===== src/rtl/fir_pkg.sv =====
// Shared constants, sample types and the 16-bit saturation helpers used by the
// FIR core and its downstream decimator.
package fir_pkg;

  localparam int unsigned IN_WIDTH  = 32;  // FIR accumulator width (signed)
  localparam int unsigned OUT_WIDTH = 16;  // rescaled sample width
  localparam int unsigned SHIFT     = 15;  // Q15 coefficient scaling
  localparam int unsigned DECIM_W   = 8;   // decimation factor width
  localparam int unsigned M_WIDTH   = 32;  // m_axis tdata width
  localparam int unsigned STRB_W    = M_WIDTH / 8;

  // One guard bit so the rounding add cannot wrap.
  localparam int unsigned SUM_W     = IN_WIDTH + 1;
  // Width of the accumulator after the right shift (before saturation).
  localparam int unsigned SCALED_W  = SUM_W - SHIFT;

  typedef logic signed [15:0] sample_t;

  // Payload carried through the output skid buffer.
  typedef struct packed {
    logic    last;
    sample_t data;
  } out_beat_t;

  // Value fits in 16 bits iff every bit from the sample sign bit upward agrees.
  function automatic logic is_sat16(input logic [SCALED_W-1:0] y);
    logic [SCALED_W-OUT_WIDTH:0] top;
    top = y[SCALED_W-1:OUT_WIDTH-1];
    return !((&top) || (~|top));
  endfunction

  // Clamp a shifted accumulator to the signed 16-bit range.
  function automatic sample_t sat16(input logic [SCALED_W-1:0] y);
    if (is_sat16(y)) begin
      return y[SCALED_W-1] ? 16'sh8000 : 16'sh7FFF;
    end
    return sample_t'(y[OUT_WIDTH-1:0]);
  endfunction

endpackage


===== src/rtl/axis_skid_buffer.sv =====
// Two-entry registered AXI-Stream buffer: an output register plus one skid
// entry, so in_ready is a flop and the path still runs at full throughput.
// Ports:
//   clk, rst_n          clock, synchronous active-low reset
//   in_data/in_valid    upstream payload and valid
//   in_ready            registered; low only while both entries are occupied
//   out_data/out_valid  registered output beat, held while out_ready is low
//   out_ready           downstream ready
//   empty_c             both entries free (combinational from state)
module axis_skid_buffer #(
  parameter int unsigned WIDTH = 17
) (
  input  logic             clk,
  input  logic             rst_n,
  input  logic [WIDTH-1:0] in_data,
  input  logic             in_valid,
  output logic             in_ready,
  output logic [WIDTH-1:0] out_data,
  output logic             out_valid,
  input  logic             out_ready,
  output logic             empty_c
);

  logic [WIDTH-1:0] out_q,  out_d;
  logic [WIDTH-1:0] skid_q, skid_d;
  logic             out_valid_q,  out_valid_d;
  logic             skid_valid_q, skid_valid_d;
  logic             ready_q,      ready_d;
  logic             in_fire;

  // Next-state: the skid entry always drains first to preserve ordering.
  always_comb begin
    out_d        = out_q;
    skid_d       = skid_q;
    out_valid_d  = out_valid_q;
    skid_valid_d = skid_valid_q;
    in_fire      = in_valid && ready_q;

    if (!out_valid_q || out_ready) begin
      if (skid_valid_q) begin
        // ready_q is low whenever skid is occupied, so no input can arrive here.
        out_d        = skid_q;
        out_valid_d  = 1'b1;
        skid_valid_d = 1'b0;
      end else begin
        out_valid_d = in_fire;
        if (in_fire) begin
          out_d = in_data;
        end
      end
    end else if (in_fire) begin
      skid_d       = in_data;
      skid_valid_d = 1'b1;
    end

    ready_d = !skid_valid_d;
  end

  // State register.
  always_ff @(posedge clk) begin
    if (!rst_n) begin
      out_q        <= '0;
      skid_q       <= '0;
      out_valid_q  <= 1'b0;
      skid_valid_q <= 1'b0;
      ready_q      <= 1'b0;
    end else begin
      out_q        <= out_d;
      skid_q       <= skid_d;
      out_valid_q  <= out_valid_d;
      skid_valid_q <= skid_valid_d;
      ready_q      <= ready_d;
    end
  end

  assign in_ready  = ready_q;
  assign out_data  = out_q;
  assign out_valid = out_valid_q;
  assign empty_c   = !out_valid_q && !skid_valid_q;

endmodule


===== src/rtl/fir_axis_decimator.sv =====
// Rescales the 32-bit FIR accumulator stream to saturated 16-bit samples and
// keeps 1 of every D beats (plus every tlast beat) on an AXI-Stream master.
// Optional build macro: ROUND_EN -- round-half-up before the shift instead of
// plain floor truncation.
// Ports:
//   axis_aclk, axis_aresetn     clock, synchronous active-low reset
//   decim_factor                D (0 behaves as 1), latched between frames when idle
//   s_axis_tdata/tvalid/tlast   FIR output stream in
//   s_axis_tready               registered, low only when the output buffer is full
//   m_axis_tdata/tstrb/tvalid/tlast/tready   decimated, sign-extended stream out
//   sat_flag                    sticky, set when any accepted sample saturates
module fir_axis_decimator
  import fir_pkg::*;
(
  input  logic                axis_aclk,
  input  logic                axis_aresetn,
  input  logic [DECIM_W-1:0]  decim_factor,
  input  logic [IN_WIDTH-1:0] s_axis_tdata,
  input  logic                s_axis_tvalid,
  input  logic                s_axis_tlast,
  output logic                s_axis_tready,
  output logic [M_WIDTH-1:0]  m_axis_tdata,
  output logic [STRB_W-1:0]   m_axis_tstrb,
  output logic                m_axis_tvalid,
  output logic                m_axis_tlast,
  input  logic                m_axis_tready,
  output logic                sat_flag
);

  localparam int unsigned BEAT_W = $bits(out_beat_t);

  logic [SUM_W-1:0]    acc_ext;
  logic [SUM_W-1:0]    sum;
  logic [SCALED_W-1:0] scaled;
  sample_t             sample;
  logic                sample_sat;

  logic [DECIM_W-1:0]  phase_q, phase_d;
  logic [DECIM_W-1:0]  d_q,     d_d;
  logic                sat_q,   sat_d;
  logic                accept;
  logic                keep;
  logic                buf_empty;

  out_beat_t           in_beat;
  out_beat_t           out_beat;
  logic [BEAT_W-1:0]   out_bits;

  // Scaler: the upper bits of the (optionally rounded) sum are the floor shift.
  assign acc_ext = {s_axis_tdata[IN_WIDTH-1], s_axis_tdata};
`ifdef ROUND_EN
  assign sum = acc_ext + (SUM_W'(1) << (SHIFT - 1));
`else
  assign sum = acc_ext;
`endif
  assign scaled     = sum[SUM_W-1:SHIFT];
  assign sample     = sat16(scaled);
  assign sample_sat = is_sat16(scaled);

  assign accept = s_axis_tvalid && s_axis_tready;
  assign keep   = (phase_q == '0) || s_axis_tlast;

  // Phase counter, frame-boundary D latch and sticky saturation flag.
  always_comb begin
    phase_d = phase_q;
    d_d     = d_q;
    sat_d   = sat_q;
    if (accept) begin
      if (s_axis_tlast || (phase_q == d_q - DECIM_W'(1))) begin
        phase_d = '0;
      end else begin
        phase_d = phase_q + DECIM_W'(1);
      end
      if (sample_sat) begin
        sat_d = 1'b1;
      end
    end
    if ((phase_q == '0) && buf_empty) begin
      d_d = (decim_factor == '0) ? DECIM_W'(1) : decim_factor;
    end
  end

  always_ff @(posedge axis_aclk) begin
    if (!axis_aresetn) begin
      phase_q <= '0;
      d_q     <= DECIM_W'(1);
      sat_q   <= 1'b0;
    end else begin
      phase_q <= phase_d;
      d_q     <= d_d;
      sat_q   <= sat_d;
    end
  end

  // Dropped beats never enter the buffer; tready still comes only from the buffer.
  assign in_beat.last = s_axis_tlast;
  assign in_beat.data = sample;

  axis_skid_buffer #(
    .WIDTH (BEAT_W)
  ) u_skid (
    .clk       (axis_aclk),
    .rst_n     (axis_aresetn),
    .in_data   (in_beat),
    .in_valid  (s_axis_tvalid && keep),
    .in_ready  (s_axis_tready),
    .out_data  (out_bits),
    .out_valid (m_axis_tvalid),
    .out_ready (m_axis_tready),
    .empty_c   (buf_empty)
  );

  assign out_beat     = out_beat_t'(out_bits);
  assign m_axis_tdata = {{(M_WIDTH-OUT_WIDTH){out_beat.data[OUT_WIDTH-1]}}, out_beat.data};
  assign m_axis_tlast = out_beat.last;
  assign m_axis_tstrb = {STRB_W{m_axis_tvalid}};
  assign sat_flag     = sat_q;

endmodule


===== config.mk =====
export PLATFORM = sky130hd
export DESIGN_NAME = fir_axis_decimator
export DESIGN_NICKNAME = d
export VERILOG_FILES = /design/src/rtl/fir_pkg.sv /design/src/rtl/axis_skid_buffer.sv /design/src/rtl/fir_axis_decimator.sv
export SDC_FILE = /design/constraint.sdc
export NUM_CORES = 1
export LEC_CHECK = 0
export BUFFER_PORTS_ARGS = -buffer_cell sky130_fd_sc_hd__buf_2
export CAP_MARGIN = 5
export CORE_ASPECT_RATIO = 0.5
export CORE_MARGIN = 3
export CORE_UTILIZATION = 54
export CTS_BUF_LIST = sky130_fd_sc_hd__clkbuf_4 sky130_fd_sc_hd__clkbuf_8
export DETAILED_ROUTE_END_ITERATION = 7
export HOLD_SLACK_MARGIN = 0.12
export PLACE_DENSITY = 0.81
export SYNTH_ARGS = -nofsm -noshare
export SYNTH_HDL_FRONTEND = slang
export SYNTH_HIERARCHICAL = 1
export SYNTH_SLANG_ARGS = --single-unit

===== constraint.sdc =====
create_clock -name axis_aclk -period 2.5 [get_ports axis_aclk]
set_input_delay 0.25 -clock axis_aclk [delete_from_list [all_inputs] [get_ports axis_aclk]]
set_output_delay 0.25 -clock axis_aclk [all_outputs]
set_load 0.02 [all_outputs]

==> Yosys cells after proc, flatten, opt, wreduce, memory -nomap -nowiden <==
Cells that the tools add are included.
{ "totals": {"ff_bits": 54, "word_cells": 43} }
{ "classes": {"add_sub_neg": 2, "eq_ne": 1, "mux": 9, "n_bitwise": 2, "reduce_logical": 21} }
{ "ops": {"columns": ["cell", "n"], "rows": [
  ["2-to-1 mux 17 bit", 2],
  ["2-to-1 mux 16 bit", 2],
  ["zero test 8 bit", 2],
  ["2-to-1 mux 8 bit", 2],
  ["adder 8 x 1 -> 8 bit (second input constant)", 1],
  ["equality test 8 bit", 1],
  ["AND reduction 2 bit", 4],
  ["subtractor 8 x 1 -> 8 bit (second input constant)", 1],
  ["logical AND 1 bit", 5],
  ["zero test 1 bit", 4],
  ["logical OR 1 bit", 4],
  ["2-to-1 mux 1 bit", 3],
  ["NOT 1 bit", 2],
  ["nonzero test 2 bit", 1],
  ["OR reduction 2 bit", 1]
]} }

==> Logic depth before layout (Yosys ltp) <==
{ "logic_depth": {"word_depth": 7, "mapped_depth": 10, "depth_no_buf": 7} }

==> Cells and area by module <==
Netlist, hierarchy kept.
{ "modules_own_cells": {"columns": ["module", "n_inst", "cells_each", "area_per_inst_um2", "seq_area_each_um2"], "rows": [
  ["axis_skid_buffer", 1, 164, 1580.3, 740.7],
  ["fir_axis_decimator", 1, 161, 1330.0, 340.3]
]} }

==> Worst setup path before layout <==
OpenSTA, ideal clock, no wires.
{ "synth_timing": {"path_type": "flip-flop to flip-flop", "startpoint": "register phase_q[0]", "endpoint": "register u_skid.out_q[0], in the netlist u_skid/out_data[0]", "setup_ns": 0.116, "arrival_time_ns": 1.821, "required_time_ns": 2.384, "setup_slack_ns": 0.562, "stages_incl_launch_ff": 11, "path_cell_list": "dfxtp_1 > inv_1 > ha_1 > and3_1 > o21a_1 > a21o_1 > buf_6 > and2_1 > buf_6 > buf_6 > o211a_1"} }
{ "synth_via": {"elab_chain_len": 6} }
{ "synth_lines": {"columns": ["element", "line_no", "source"], "rows": [
  ["start, declared", "fir_axis_decimator.sv:38", "logic [DECIM_W-1:0] phase_q, phase_d;"],
  ["start signal, assigned", "fir_axis_decimator.sv:89", "phase_q <= phase_d;"],
  ["zero test 8 bit", "fir_axis_decimator.sv:61", "assign keep = (phase_q == '0) || s_axis_tlast;"],
  ["logical OR 1 bit", "fir_axis_decimator.sv:61", null],
  ["logical AND 1 bit", "fir_axis_decimator.sv:105", ".in_valid (s_axis_tvalid && keep),"],
  ["logical AND 1 bit", "axis_skid_buffer.sv:37", "in_fire = in_valid && ready_q;"],
  ["nonzero test 2 bit (no source line)", null, null],
  ["AND reduction 2 bit (no source line)", null, null],
  ["end signal, assigned", "axis_skid_buffer.sv:68", "out_q <= out_d;"],
  ["end, declared", "axis_skid_buffer.sv:24", "logic [WIDTH-1:0] out_q, out_d;"]
]} }
No other way between the ends.
A chain may end at the register's enable or synchronous reset.

==> Final worst setup path <==
{ "layout_timing": {"startpoint": "register phase_q[5]", "endpoint": "register u_skid.skid_q[9]"} }
{ "layout_via": {"elab_chain_len": 5} }
{ "layout_lines": {"columns": ["element", "line_no", "source"], "rows": [
  ["zero test 8 bit", "fir_axis_decimator.sv:61", null],
  ["logical OR 1 bit", "fir_axis_decimator.sv:61", null],
  ["logical AND 1 bit", "fir_axis_decimator.sv:105", null],
  ["logical AND 1 bit", "axis_skid_buffer.sv:37", null],
  ["AND reduction 2 bit (no source line)", null, null],
  ["end signal, assigned", "axis_skid_buffer.sv:69", "skid_q <= skid_d;"],
  ["end, declared", "axis_skid_buffer.sv:25", "logic [WIDTH-1:0] skid_q, skid_d;"]
]} }
No other way between the ends.

==> out/metrics.cfg <==
[finish]
final-seq-area_um2 = 1080
nets = 420
layout_common_cells = buf_2 (69), dfxtp_1 (54), nand2_1 (47)
multiInputGateArea_um2 = 1540
antennaDiodeCount = 0
drive_gt1_share_pct = 24.5
synthToLayoutAreaGrowth_pct = 11.6
final_common_cell = buf_2
final_area_um2 = 3250
fill_cells = 429

[place]
gp_congestion = 0.864
dpl_cell_area_um2 = 3150
port_buffers = 69
dp_hpwl_um = 4540

[timing]
drv_slew = 0
period_minus_slack_ns = 2.16
holdWs_ns = 0.194
setup_violations = 0
clock_skew_ns = 0.0119
rsz0062_at_grt = false
fmax_ghz = 0.464
relSlewSlack_pct = 47.4
hold_violations = 0
finalSetupTns_ns = 0
timing.final.crit_share_pct = 86.3
tightest_slew_ns = 0.785

[critical_path]
path_delay_family = simple AND/OR/NAND/NOR gates
startpoint_type = register
endpoint_kind = register
slowest_delay_ns = 0.64
crit_buf_inv = 0
cp_slowest_cell = nand4b_1
path_class = reg2reg
crit_required_ns = 2.70
cp.arrival_ns = 2.36
path_cells = nor4_1, and3_1, o21a_1, nand4b_1, nand2_1, a21boi_1
cp_max_fo = 17

[global_route]
grt_pass1_vias = 2293
grt-ovfl-total = 0
grt_pass1_wl_um = 10300
grt_max_degree = 41
antenna_found_initial = 0
track_usage_pct = 20.4

[clocking]
cts_setup_buffers = 0
numCtsBuffers = 5
clockBufferDepth = 2
post_cts_resize_count = 0
htree_levels = 2
cts_hold_buf = 0
clk_pin_slew_ns = 0.10
clockRootBuffer = clkbuf_8
cts_tree = done
clk-insertion-delay-late_ns = 0.31
clock_sink_count = 54

[floorplan]
die_h_um = 57.9
design.portCount = 85
initial_utilization_pct = 57.4
die_w_um = 110
core_area_um2 = 5070
rows = 18
die_area_um2 = 6360

[power_and_ir_drop]
p_per_area_nw_per_um2 = 570
p_leak_nw = 1.61
finalPower_mw = 1.85
irDropWorstVdd_mv = 0.341

[yosys]
ys_async_sr_fraction_pct = 0
syn_area_per_cell_um2 = 8.95
yosys_register_bits = 54
syn_area_um2 = 2910
syn_inst = 325
yosys_warnings = 6
synth_ff_type = dfxtp_1
synth-edff-count = 0
seq_area_frac_synth_pct = 37.1
ys_types = 42
syn_nets = 375

[route]
drcViolationCount = 0
met2_length_um = 3140
wl_per_cell_um = 14.2
routed-via-count = 2432
viasPerCell = 5.51
drt_iter0_markers = 151
top_layer = met4
dr.pass1.iters = 4
drtAntennaViolNets = 0
wl_um = 6270
met1_length_um = 2780
wl_met3_um = 292

[flow_run]
cap_violations = 0

[hold_path]
min_path_type = in2reg

[outcome]
status = completed

[final cells by class]
type                       count  area share, %
clock buffer                   6           2.54
sequential                    54           33.3
clock inverter                 2          0.501
tap                           70           2.70
multi-input combinational    224           47.6
inverter                       8          0.925
timing repair buffer          77           12.5
[cell families after synthesis]
group	synth area share (%)
AO/OA/AOI/OAI	19.5
XOR/XNOR	4.51
adder cells (fa/ha/maj)	2.15
buffers and inverters	9.80
flip-flops	37.1
multiplexers	8.60
AND/OR/NAND/NOR	18.3
[state kept, by name (all words and copies together) (netlist names)]
signal / count
u_skid/in_ready: 1
u_skid/out_data: 17
d_q: 8
phase_q: 8
u_skid/out_valid: 1
u_skid/skid_q: 17
u_skid/skid_valid_q: 1
sat_flag: 1
[stage by stage]
step | util, % | cells | setup WS, ns
after floorplan | - | 325 | 0.562
after global placement | 62.1 | 433 | 0.506
after detailed placement | 62.1 | 433 | 0.360
after CTS | 64.1 | 441 | 0.351
after global routing | 64.1 | 441 | 0.164
final | 64.1 | 441 | 0.343
[worst min-delay path: cells and delay by family]
family / cells / cell delay, ns
buffers and inverters: 1 / 0.09
and+or+nand+nor: 1 / 0.07
muxes: 1 / 0.06
[layer usage]
metal | up-vias | global-route usage, %
met1 | 1164 | 24.7
met2 | 64 | 36.9
met5 | - | 0
met3 | 8 | 4.89
met4 | 0 | 5.15
li1 | 1196 | -
[power by group]
group	internal [mW]	total (mW)	leakage, nW	switching (mW)
registers	0.900	0.938	0.441	0.0382
logic	0.161	0.393	1.12	0.232
clock network	0.228	0.517	0.0478	0.289
[synth_stat cells (3+ instances only)]
master,count,area (um^2)
buf_6,3,33.8
a21boi_1,18,135
dfxtp_1,54,1080
nand3_1,19,95.1
o211a_1,17,170
buf_2,3,15.0
xor2_1,7,61.3
buf_4,22,165
clkbuf_1,11,41.3
and2_1,3,18.8
nor2_1,21,78.8
inv_1,7,26.3
xnor2_1,8,70.1
nand2_1,47,176
mux2i_1,25,250
nor4_1,3,18.8
and4_1,3,26.3
ha_1,5,62.6
o21ai_0,3,15.0
a21oi_1,4,20.0
a21o_1,16,120
nor3_1,3,15.0
[worst paths after layout]
| kind | cells after the start | startpoint | end | slack (ns) |
|---|---|---|---|---|
| hold reg to reg | 2 | u_skid/skid_q[8] | u_skid/skid_q[8] | 0.46 |
| setup reg to reg | 6 | phase_q[5] | u_skid/skid_q[9] | 0.34 |
| hold / removal | 3 | decim_factor[4] | d_q[4] | 0.19 |
| setup / recovery | 6 | phase_q[5] | u_skid/skid_q[9] | 0.34 |
Note: power is estimated with default switching activity, not from simulation.
